**config.mk**
```make
export PLATFORM = sky130hd
export DESIGN_NAME = seq_mult
export DESIGN_NICKNAME = d
export VERILOG_FILES = /design/src/rtl/seq_mult.sv
export SDC_FILE = /design/constraint.sdc
export NUM_CORES = 1
export LEC_CHECK = 0
export CORE_UTILIZATION = 58
export CTS_CLUSTER_DIAMETER = 40
export DETAILED_ROUTE_END_ITERATION = 10
export GPL_TIMING_DRIVEN = 1
export PLACE_DENSITY_LB_ADDON = 0.1
export SYNTH_ARGS = -nofsm -noshare
export SYNTH_HDL_FRONTEND = slang
export SYNTH_SLANG_ARGS = --single-unit
```
**constraint.sdc**
```tcl
create_clock -name clk -period 6.1 [get_ports clk]
set_clock_uncertainty 0.15 [all_clocks]
set_input_delay 1.22 -clock clk [delete_from_list [all_inputs] [get_ports clk]]
set_output_delay 1.22 -clock clk [all_outputs]
set_load 0.005 [all_outputs]
```
**src/rtl/seq_mult.sv**
```systemverilog
// Iterative shift-add multiplier with start/done handshake, unsigned and signed modes.
// Define SEQ_MULT_EARLY_EXIT_EN to leave CALC once the remaining multiplier bits are zero.
module seq_mult #(
   parameter int unsigned WIDTH = 16
) (
   input  logic               clk,
   input  logic               n_rst,
   input  logic               start,
   input  logic               signed_op,
   input  logic [WIDTH-1:0]   src1,
   input  logic [WIDTH-1:0]   src2,
   output logic               busy,
   output logic               done,
   output logic [2*WIDTH-1:0] calc_res
);

   localparam int unsigned CW = $clog2(WIDTH + 1);

   typedef enum logic [1:0] {
      S_IDLE,
      S_CALC,
      S_FIX
   } state_t;

   state_t             r_state;
   logic [2*WIDTH-1:0] r_acc;
   logic [2*WIDTH-1:0] r_mcand;
   logic [WIDTH-1:0]   r_mplr;
   logic [CW-1:0]      r_cnt;
   logic               r_neg;
   logic               r_busy;
   logic               r_done;
   logic [2*WIDTH-1:0] r_res;

   logic [WIDTH-1:0]   w_mag1;
   logic [WIDTH-1:0]   w_mag2;
   logic [WIDTH-1:0]   w_mplr_nxt;
   logic [2*WIDTH-1:0] w_sum;
   logic               w_last;

   // Negating the most negative value wraps to itself, which read unsigned is the exact magnitude.
   assign w_mag1     = (signed_op && src1[WIDTH-1]) ? -src1 : src1;
   assign w_mag2     = (signed_op && src2[WIDTH-1]) ? -src2 : src2;
   assign w_mplr_nxt = r_mplr >> 1;
   assign w_sum      = r_mplr[0] ? (r_acc + r_mcand) : r_acc;

`ifdef SEQ_MULT_EARLY_EXIT_EN
   assign w_last = (r_cnt == CW'(WIDTH - 1)) || (w_mplr_nxt == '0);
`else
   assign w_last = (r_cnt == CW'(WIDTH - 1));
`endif

   always_ff @(posedge clk or posedge n_rst) begin
      if (n_rst) begin
         r_state <= S_IDLE;
         r_acc   <= '0;
         r_mcand <= '0;
         r_mplr  <= '0;
         r_cnt   <= '0;
         r_neg   <= 1'b0;
         r_busy  <= 1'b0;
         r_done  <= 1'b0;
         r_res   <= '0;
      end else begin
         r_done <= 1'b0;
         case (r_state)
            S_IDLE: begin
               if (start) begin
                  r_acc   <= '0;
                  r_cnt   <= '0;
                  r_mcand <= {{WIDTH{1'b0}}, w_mag1};
                  r_mplr  <= w_mag2;
                  r_neg   <= signed_op & (src1[WIDTH-1] ^ src2[WIDTH-1]);
                  r_busy  <= 1'b1;
                  r_state <= S_CALC;
               end
            end
            S_CALC: begin
               r_acc   <= w_sum;
               r_mcand <= r_mcand << 1;
               r_mplr  <= w_mplr_nxt;
               r_cnt   <= r_cnt + 1'b1;
               if (w_last) begin
                  r_state <= S_FIX;
               end
            end
            S_FIX: begin
               r_res   <= r_neg ? -r_acc : r_acc;
               r_done  <= 1'b1;
               r_busy  <= 1'b0;
               r_state <= S_IDLE;
            end
            default: begin
               r_busy  <= 1'b0;
               r_state <= S_IDLE;
            end
         endcase
      end
   end

   assign busy     = r_busy;
   assign done     = r_done;
   assign calc_res = r_res;

endmodule

```
Yosys cells after proc, flatten, opt, wreduce, memory -nomap -nowiden:

Cells that the tools add are included.

* flip-flop bits (word level): 122
* latch bits: 0
* memory bits (writable): 0
* memory bits (read-only): 0
* input bits: 36
* output and inout bits: 34
* logic and storage cells: 50
* memories: 0

* add/subtract/negate cells: 5
* multipliers: 0
* divide/modulo/power cells: 0
* magnitude comparators: 0
* eq/ne operators: 6
* shifts and indexed selects: 0
* multiplexer cells: 18
* bitwise gates (word level): 3
* reduce and logical (&&, ||, !) cells: 9

Operators with widths (number)
* 2-to-1 mux 32 bit: 4
* case mux 32 bit (2 select lines): 2
* 2-to-1 mux 16 bit: 3
* adder 32 bit: 1
* negator 16 bit: 2
* negator 32 bit: 1
* case mux 16 bit (2 select lines): 1
* case mux 5 bit (2 select lines): 1
* AND reduction 2 bit: 4
* inequality test 2 bit, second input constant: 3
* adder 5 x 1 -> 5 bit, second input constant: 1
* equality test 5 x 4 -> 1 bit, second input constant: 1
* 2-to-1 mux 5 bit: 1
* 2-to-1 mux 2 bit: 2
* case mux 2 bit (2 select lines): 1
* AND reduction 3 bit: 1
* equality test 2 x 1 -> 1 bit, second input constant: 1
* equality test 2 bit, second input constant: 1
* logical AND 1 bit: 2
* zero test 2 bit: 1
* 2-to-1 mux 1 bit: 2
* case mux 1 bit (2 select lines): 1
* nonzero test 2 bit: 1
* AND 1 bit: 1
* other kinds (2): 2

Logic depth before layout (Yosys ltp):

* depth after elaboration: 4
* gate-level depth with buffers: 12
* gate-level depth less buffers: 12

Least setup slack after synthesis:

No wires, ideal clock.

* path kind: reg-to-reg
* start: register r_acc[0]
* end: register r_acc[30]
* library setup time: 0.087 ns
* arrival: 2.589 ns
* required time: 5.863 ns
* path slack: 3.274 ns
* stages on the path, launching flop included: 13
* buffers on the path: 0
* period minus slack after synthesis: 2.826 ns
* path through: dfrtp_1 > ha_1 > inv_1 > fa_1 > nor2b_1 > o2111ai_1 > a2111oi_1 > nor2_1 > o21ai_1 > and4_1 > o21a_1 > o21ai_0 > o211ai_1

* cells in the longest elaborated chain, start to end: 3

Ends and longest elaborated chain
* start, declared: line 26 `logic [2*WIDTH-1:0] r_acc;`
* start signal, assigned: line 79 `r_acc <= w_sum;`
* adder 32 bit: line 45 `assign w_sum = r_mplr[0] ? (r_acc + r_mcand) : r_acc;`
* 2-to-1 mux 32 bit: line 45
* case mux 32 bit (2 select lines): line 66 `case (r_state)`

No other way between the ends. The select of a mux whose other input is x is not followed.
A chain may end at the register's enable or synchronous reset.

Final worst setup path:

Same ends and word-level chain as after synthesis.

==> metrics <==
PwrDens=543 mW/mm^2; endpoints failing setup=0; wire length on met3=947 microns; synth unique cells=60; CTS tree=yes; synth cell count leaders=o21ai_0 (130), nand2_1 (127), dfrtp_1 (122); Least-Margin Pin Slew=1.02 ns; Final GP Congestion=0.894; CTS Buf Count=17; ranking of synthesized cells by area=dfrtp_1 (42%), o21ai_0 (8.9%), nand2_1 (6.5%); GR Overflow Total=0; share of cells above drive strength 1=0.0538; register area=0.00305 sq mm; Avg Inst Size Synth=8.90 sq um; Int Power=2.81 mW; Rel. slew slack=0.321; worst-skew pair later-pin latency=0.42 ns; hold crit path type=flop to flop; Starting Density=0.603; Mapped Area=0.00733 sq mm; GR Util All Layers=0.272; CTS resizes=0; # fillers=969; clock-pin slew on the worst setup and hold paths=0.05 ns; Vias=6,272; number of global-route vias before repair=5,933; drc violations=0; P_leak=3.87 nW; FFs w/ async S/R, synth=1.00; Yosys top cell by area=dfrtp_1; clk sinks=122; pre-CTS setup slack=2.64 ns; outcome=complete, no violations; maxcap violations=0; startpoint types=flop; Flop pwr share=0.316; CP Capture Type=flop; Yosys top cell area share=0.416; top_reg_cell synth=dfrtp_1; Boundary Pins=70; top routing layer used=met4; most frequent cell after synthesis=o21ai_0; Syn-to-layout area delta=19.5%; unrepaired setup endpoints after global routing=no; Synthesized Nets=897; final number of hold-violating endpoints=0; max-slew violations=0; Cell Rows=40; CTS root buffer=clkbuf_16; M1 wire length=7560 microns; met2 routed WL=7890 microns; Post-CTS Hold Buffers=0; Switching Share=0.409; Mapped Cells=824; first-pass GRT wire length=27,900 microns; footprint of the multi-input gates=0.00407 sq mm; Max Buffers Root-to-Sink=2; register area share after synthesis=0.416; ANT cells=0; Gate power share=0.463; final core utilization=0.721; Worst EP required=6.28 ns; switching pwr=1.95 mW; Tmin final=3.42 ns; drt pass-1 iters=5; Ys Warns=0; Wirelength per Cell=15.7 microns; fmax=293 MHz; Fin Setup TNS=0 ns; number of flops mapped to enable cells by yosys=0; ANT nets after route=0; setup slack after layout=2.68 ns; vias per cell=5.92; H-tree Lvls=4; DIE HEIGHT=114 microns; flops & latches, synth=122; clock share of power=0.221; Critical Path AT=3.59 ns; antenna violations before repair=0; CP max FO=6; post-DP HPWL=12,200 microns; largest net degree at the start of global routing=84; peak supply drop=0.340 mV; Routed WL=16,600 microns; post-CTS setup buffer count=0; core area=0.0122 sq mm; Die Wd=114 microns; drt first-iter violations=412; port bufs=69; die area=0.0131 sq mm; Pwr Total=4.76 mW; Tcrit/Tclk final=0.560; nets@finish=952; critical path class=flop to flop
## worst max-delay path: stages (launching register included)
cell and delay [ns]:
dfrtp_1 0.45, ha_1 0.23, inv_1 0.06, fa_1 0.40
nor2b_1 0.20, o2111ai_1 0.16, a2111oi_1 0.52, nor2_1 0.18
o21ai_1 0.34, and4_1 0.26, o21a_1 0.18, o21ai_0 0.09
o211ai_1 0.10
## metal layers
layer / up-vias / track usage
li1: 3098 / -
met1: 2987 / 0.356
met2: 164 / 0.444
met3: 23 / 0.0619
met4: 0 / 0.0978
met5: - / 0
## registers in the layout, indices dropped and copies added (netlist names)
name and flops:
calc_res 32, r_neg 1, busy 1, r_mcand 32, done 1, r_acc 32, r_state 2, r_cnt 5
r_mplr 16
## cell usage in the layout (no fill, tap or decap), types with 3 or more instances in the layout
cell               n
o21ai_0          130
nand2_1          127
dfrtp_1          122
clkdlybuf4s50_1   69
xor2_1            42
xnor2_1           39
a21oi_1           37
ha_1              36
nor2_1            35
a22oi_1           29
inv_1             18
a21o_1            18
clkbuf_16         17
nor3_1            16
nand3_1           14
a31oi_1           10
o31ai_1           10
o41ai_1            8
nand4_1            6
o211ai_1           6
buf_4              6
nand2b_1           5
and2_1             4
and3_1             4
o21ai_1            4
nor3b_1            4
or3_1              4
mux2i_1            4
or2_2              4
clkbuf_1           4
bufinv_16          4
clkinv_2           4
nor2b_1            3
or4_1              3
clkbuf_8           3
## power by group through the flow
stage               logic (mW)  clock network, mW  registers [mW]
floorplan                 1.68                  0            1.38
global placement          2.09                  0            1.49
detailed placement        2.19                  0            1.51
CTS                       2.20               1.06            1.50
global route              2.49               1.10            1.55
finish                    2.20               1.05            1.50
## path summary, 6_finish.rpt
check                                         from                  endpoint  slack, ns  depth (start not counted)
max                           r_acc[0]$_DFFE_PP0P_     r_acc[30]$_DFFE_PP0P_       2.68                         12
min                        calc_res[4]$_DFFE_PP0P_   calc_res[4]$_DFFE_PP0P_       0.32                          2
max reg2reg                   r_acc[0]$_DFFE_PP0P_     r_acc[30]$_DFFE_PP0P_       2.68                         12
min reg2reg                calc_res[4]$_DFFE_PP0P_   calc_res[4]$_DFFE_PP0P_       0.32                          2
max in group asynchronous                    n_rst      r_cnt[3]$_DFFE_PP0P_       3.47                          3
min in group asynchronous                    n_rst  calc_res[22]$_DFFE_PP0P_       1.24                          2
## area by class of cell
| type | count | share of cell area |
|---|---|---|
| inverters | 19 | 0.00842 |
| multi-input cells | 644 | 0.464 |
| clock inverters | 8 | 0.0160 |
| clock buffers | 24 | 0.0550 |
| flip-flops and latches | 122 | 0.348 |
| well taps | 168 | 0.0240 |
| repair buffers | 75 | 0.0840 |
## logic make-up (layout without fill, tap and decap cells)
| logic type | Yosys count | in the layout | share of synthesized area |
|---|---|---|---|
| simple gates | 246 | 246 | 0.160 |
| flops | 122 | 122 | 0.416 |
| xor+xnor | 81 | 81 | 0.0967 |
| fa+ha+maj | 37 | 37 | 0.0641 |
| mux | 4 | 4 | 0.00546 |
| buf+inv | 58 | 126 | 0.0297 |
| compound gates | 276 | 276 | 0.228 |
## metrics by stage
stage	cell area, sq um	cells	hold WS [ns]
floorplan	7330	824	0.299
global placement	8140	1028	0.311
detailed placement	8140	1028	0.320
CTS	8760	1060	0.331
global route	8760	1060	0.345
finish	8760	1060	0.324
(Power assumes the default switching activity.)
==> patch, RTL diff (same flow settings) <==
The option `SEQ_MULT_EARLY_EXIT_EN` is turned on by a define.
--- a/src/rtl/seq_mult.sv
+++ b/src/rtl/seq_mult.sv
@@ -2,2 +2,4 @@
 // Define SEQ_MULT_EARLY_EXIT_EN to leave CALC once the remaining multiplier bits are zero.
+`define SEQ_MULT_EARLY_EXIT_EN
+
 module seq_mult #(
Formal check against the unedited RTL: not equivalent (Yosys sat finds a counterexample within 4 cycles, from zero or initial values and one cycle with n_rst high).
==> patch against the original RTL <==
  * Worst setup slack better by 0.11 ns
  * Global-route usage increased by 2.4 points
  * Synthesized area grew 5.0%
  * Cell area increased by 3.9%
  * Sequential cell count unchanged
  * Critical path type is now input pin to flop
  * Routed wire length up 14%
  * Largest cell class unchanged
  * Count of clock-buffer cells in the layout shrank 4
  * Power grew 2.7%
==> patch: results (changes against the original RTL) <==
| Metric | Value |
|---|---|
| R2R cell count | `10 (-2)` |
| Global-route wire length before repair | `31.3 mm (+12%)` |
| Cell area after placement | `0.00848 mm2 (+4.1%)` |
| Worst R2R Setup Slack | `2.97 ns (+0.29 ns)` |
| Crit-path slowest cell | `nor2_1` |
| Start point of the worst hold path | `calc_res[1]` |
| CP arrival | `3.49 ns (-0.10 ns)` |
| Final hold slack | `0.324 ns (-0.000330 ns)` |
| Layout cells sized above 1 | `0.0622 (+0.00842)` |
| Peak supply drop | `0.281 mV (-18%)` |
| Switching Share | `0.425 (+0.0154)` |
| Fin crit period | `3.31 ns (-0.108 ns)` |
| Detailed Place HPWL | `14.1 mm (+16%)` |
| Largest net degree at the start of global routing | `91 (+8.3%)` |
| Synth Net Count | `962 (+7.2%)` |
| Pre-antenna DRT Iters | `7 (+2)` |
| GPL Wtd Cong | `0.918 (+2.8%)` |
| Wire per inst | `16.9 um (+7.6%)` |
| Final WL | `18.9 mm (+14%)` |
| Initial antenna violation count | `0 (unchanged)` |
| Via count | `6817 (+8.7%)` |
| PD cells | `537 mW/mm2 (-1.1%)` |
| GR Overflow Total | `0 (unchanged)` |
| Cells after DPL | `1089 (+5.9%)` |
| Post-synthesis instance total | `889 (+7.9%)` |
| Final net count | `1009 (+6.0%)` |
| Crit-path max FO | `23 (+17)` |
| Routing usage on met2 | `0.489 (+0.0458)` |
| Met3 GRT Util | `0.0469 (-0.0151)` |
| GR Util met1 | `0.394 (+0.0383)` |
| Worst Hold Path EP | `calc_res[1]` |
| CP peak stage delay | `0.91 ns (+0.39 ns)` |
| Post-Synth Adder-Cell Area | `0.0611 (-0.00305)` |
| Mux contribution to synthesized area | `0.00536 (-0.0000974)` |
| Relative slew slack | `0.281 (-0.0400)` |
| Part of the power in registers | `0.311 (-0.005)` |
| Seq/Total Area, Yosys | `0.396 (-0.0198)` |
| Status | `completed` |
| 1st-iter DRT viols | `478 (+16%)` |
| Synth top cells by count | `nand2_1, o21ai_0, dfrtp_1` |
| Worst r2r src | `r_mcand[0]` |
| Met2 Routed Length | `8.93 mm (+13%)` |
| Synth top area cells | `dfrtp_1, o21ai_0, nand2_1, ha_1, xor2_1` |
| Cell family with most CP delay | `simple AND/OR/NAND/NOR gates` |
| Vias in the first global route | `6436 (+8.5%)` |
| Synth Area in XOR/XNOR | `0.0933 (-0.00347)` |
| Dpl ws | `2.40 ns (-0.241 ns)` |
| Distinct cells, synth | `67 (+12%)` |
| GR Util All Layers | `0.296 (+0.0237)` |
| WL met1 | `8.54 mm (+13%)` |
| Synth Area in Compound Gates | `0.242 (+0.0137)` |
| Clock Tree Buf Depth | `2 (unchanged)` |
| WL met3 | `1.15 mm (+22%)` |
| Pleak | `3.95 nW (+2.0%)` |
patch: changes by cell type in the layout (fill, tap and decap cells not counted), sizes merged, moves of 4 or more:
cell,before,now
nand3,14,20
xnor2,39,34
a21oi,37,52
nor3b,4,0
nor2,35,42
or2,5,0
o31ai,10,19
a31oi,10,4
nand2,127,147
xor2,42,48
o41ai,9,5
clkbuf,24,20
a21o,18,14
patch: worst max path at each step:
stage               start        end  depth (start not counted)
floorplan           n_rst       busy                          1
global placement    start   r_cnt[2]                          6
detailed placement  start   r_cnt[0]                          6
CTS                 start  r_mplr[2]                          6
global route        start  r_mplr[3]                          6
finish              start  r_mplr[2]                          6
patch: final cells by class:
cell class | count | area (um2)
clock buffer | 20 | 457
clock inverter | 11 | 170
fill | 979 | 3670
inverter | 21 | 81.3
multi-input combinational | 700 | 4400
sequential | 122 | 3050
tap | 172 | 215
timing repair buffer | 74 | 728
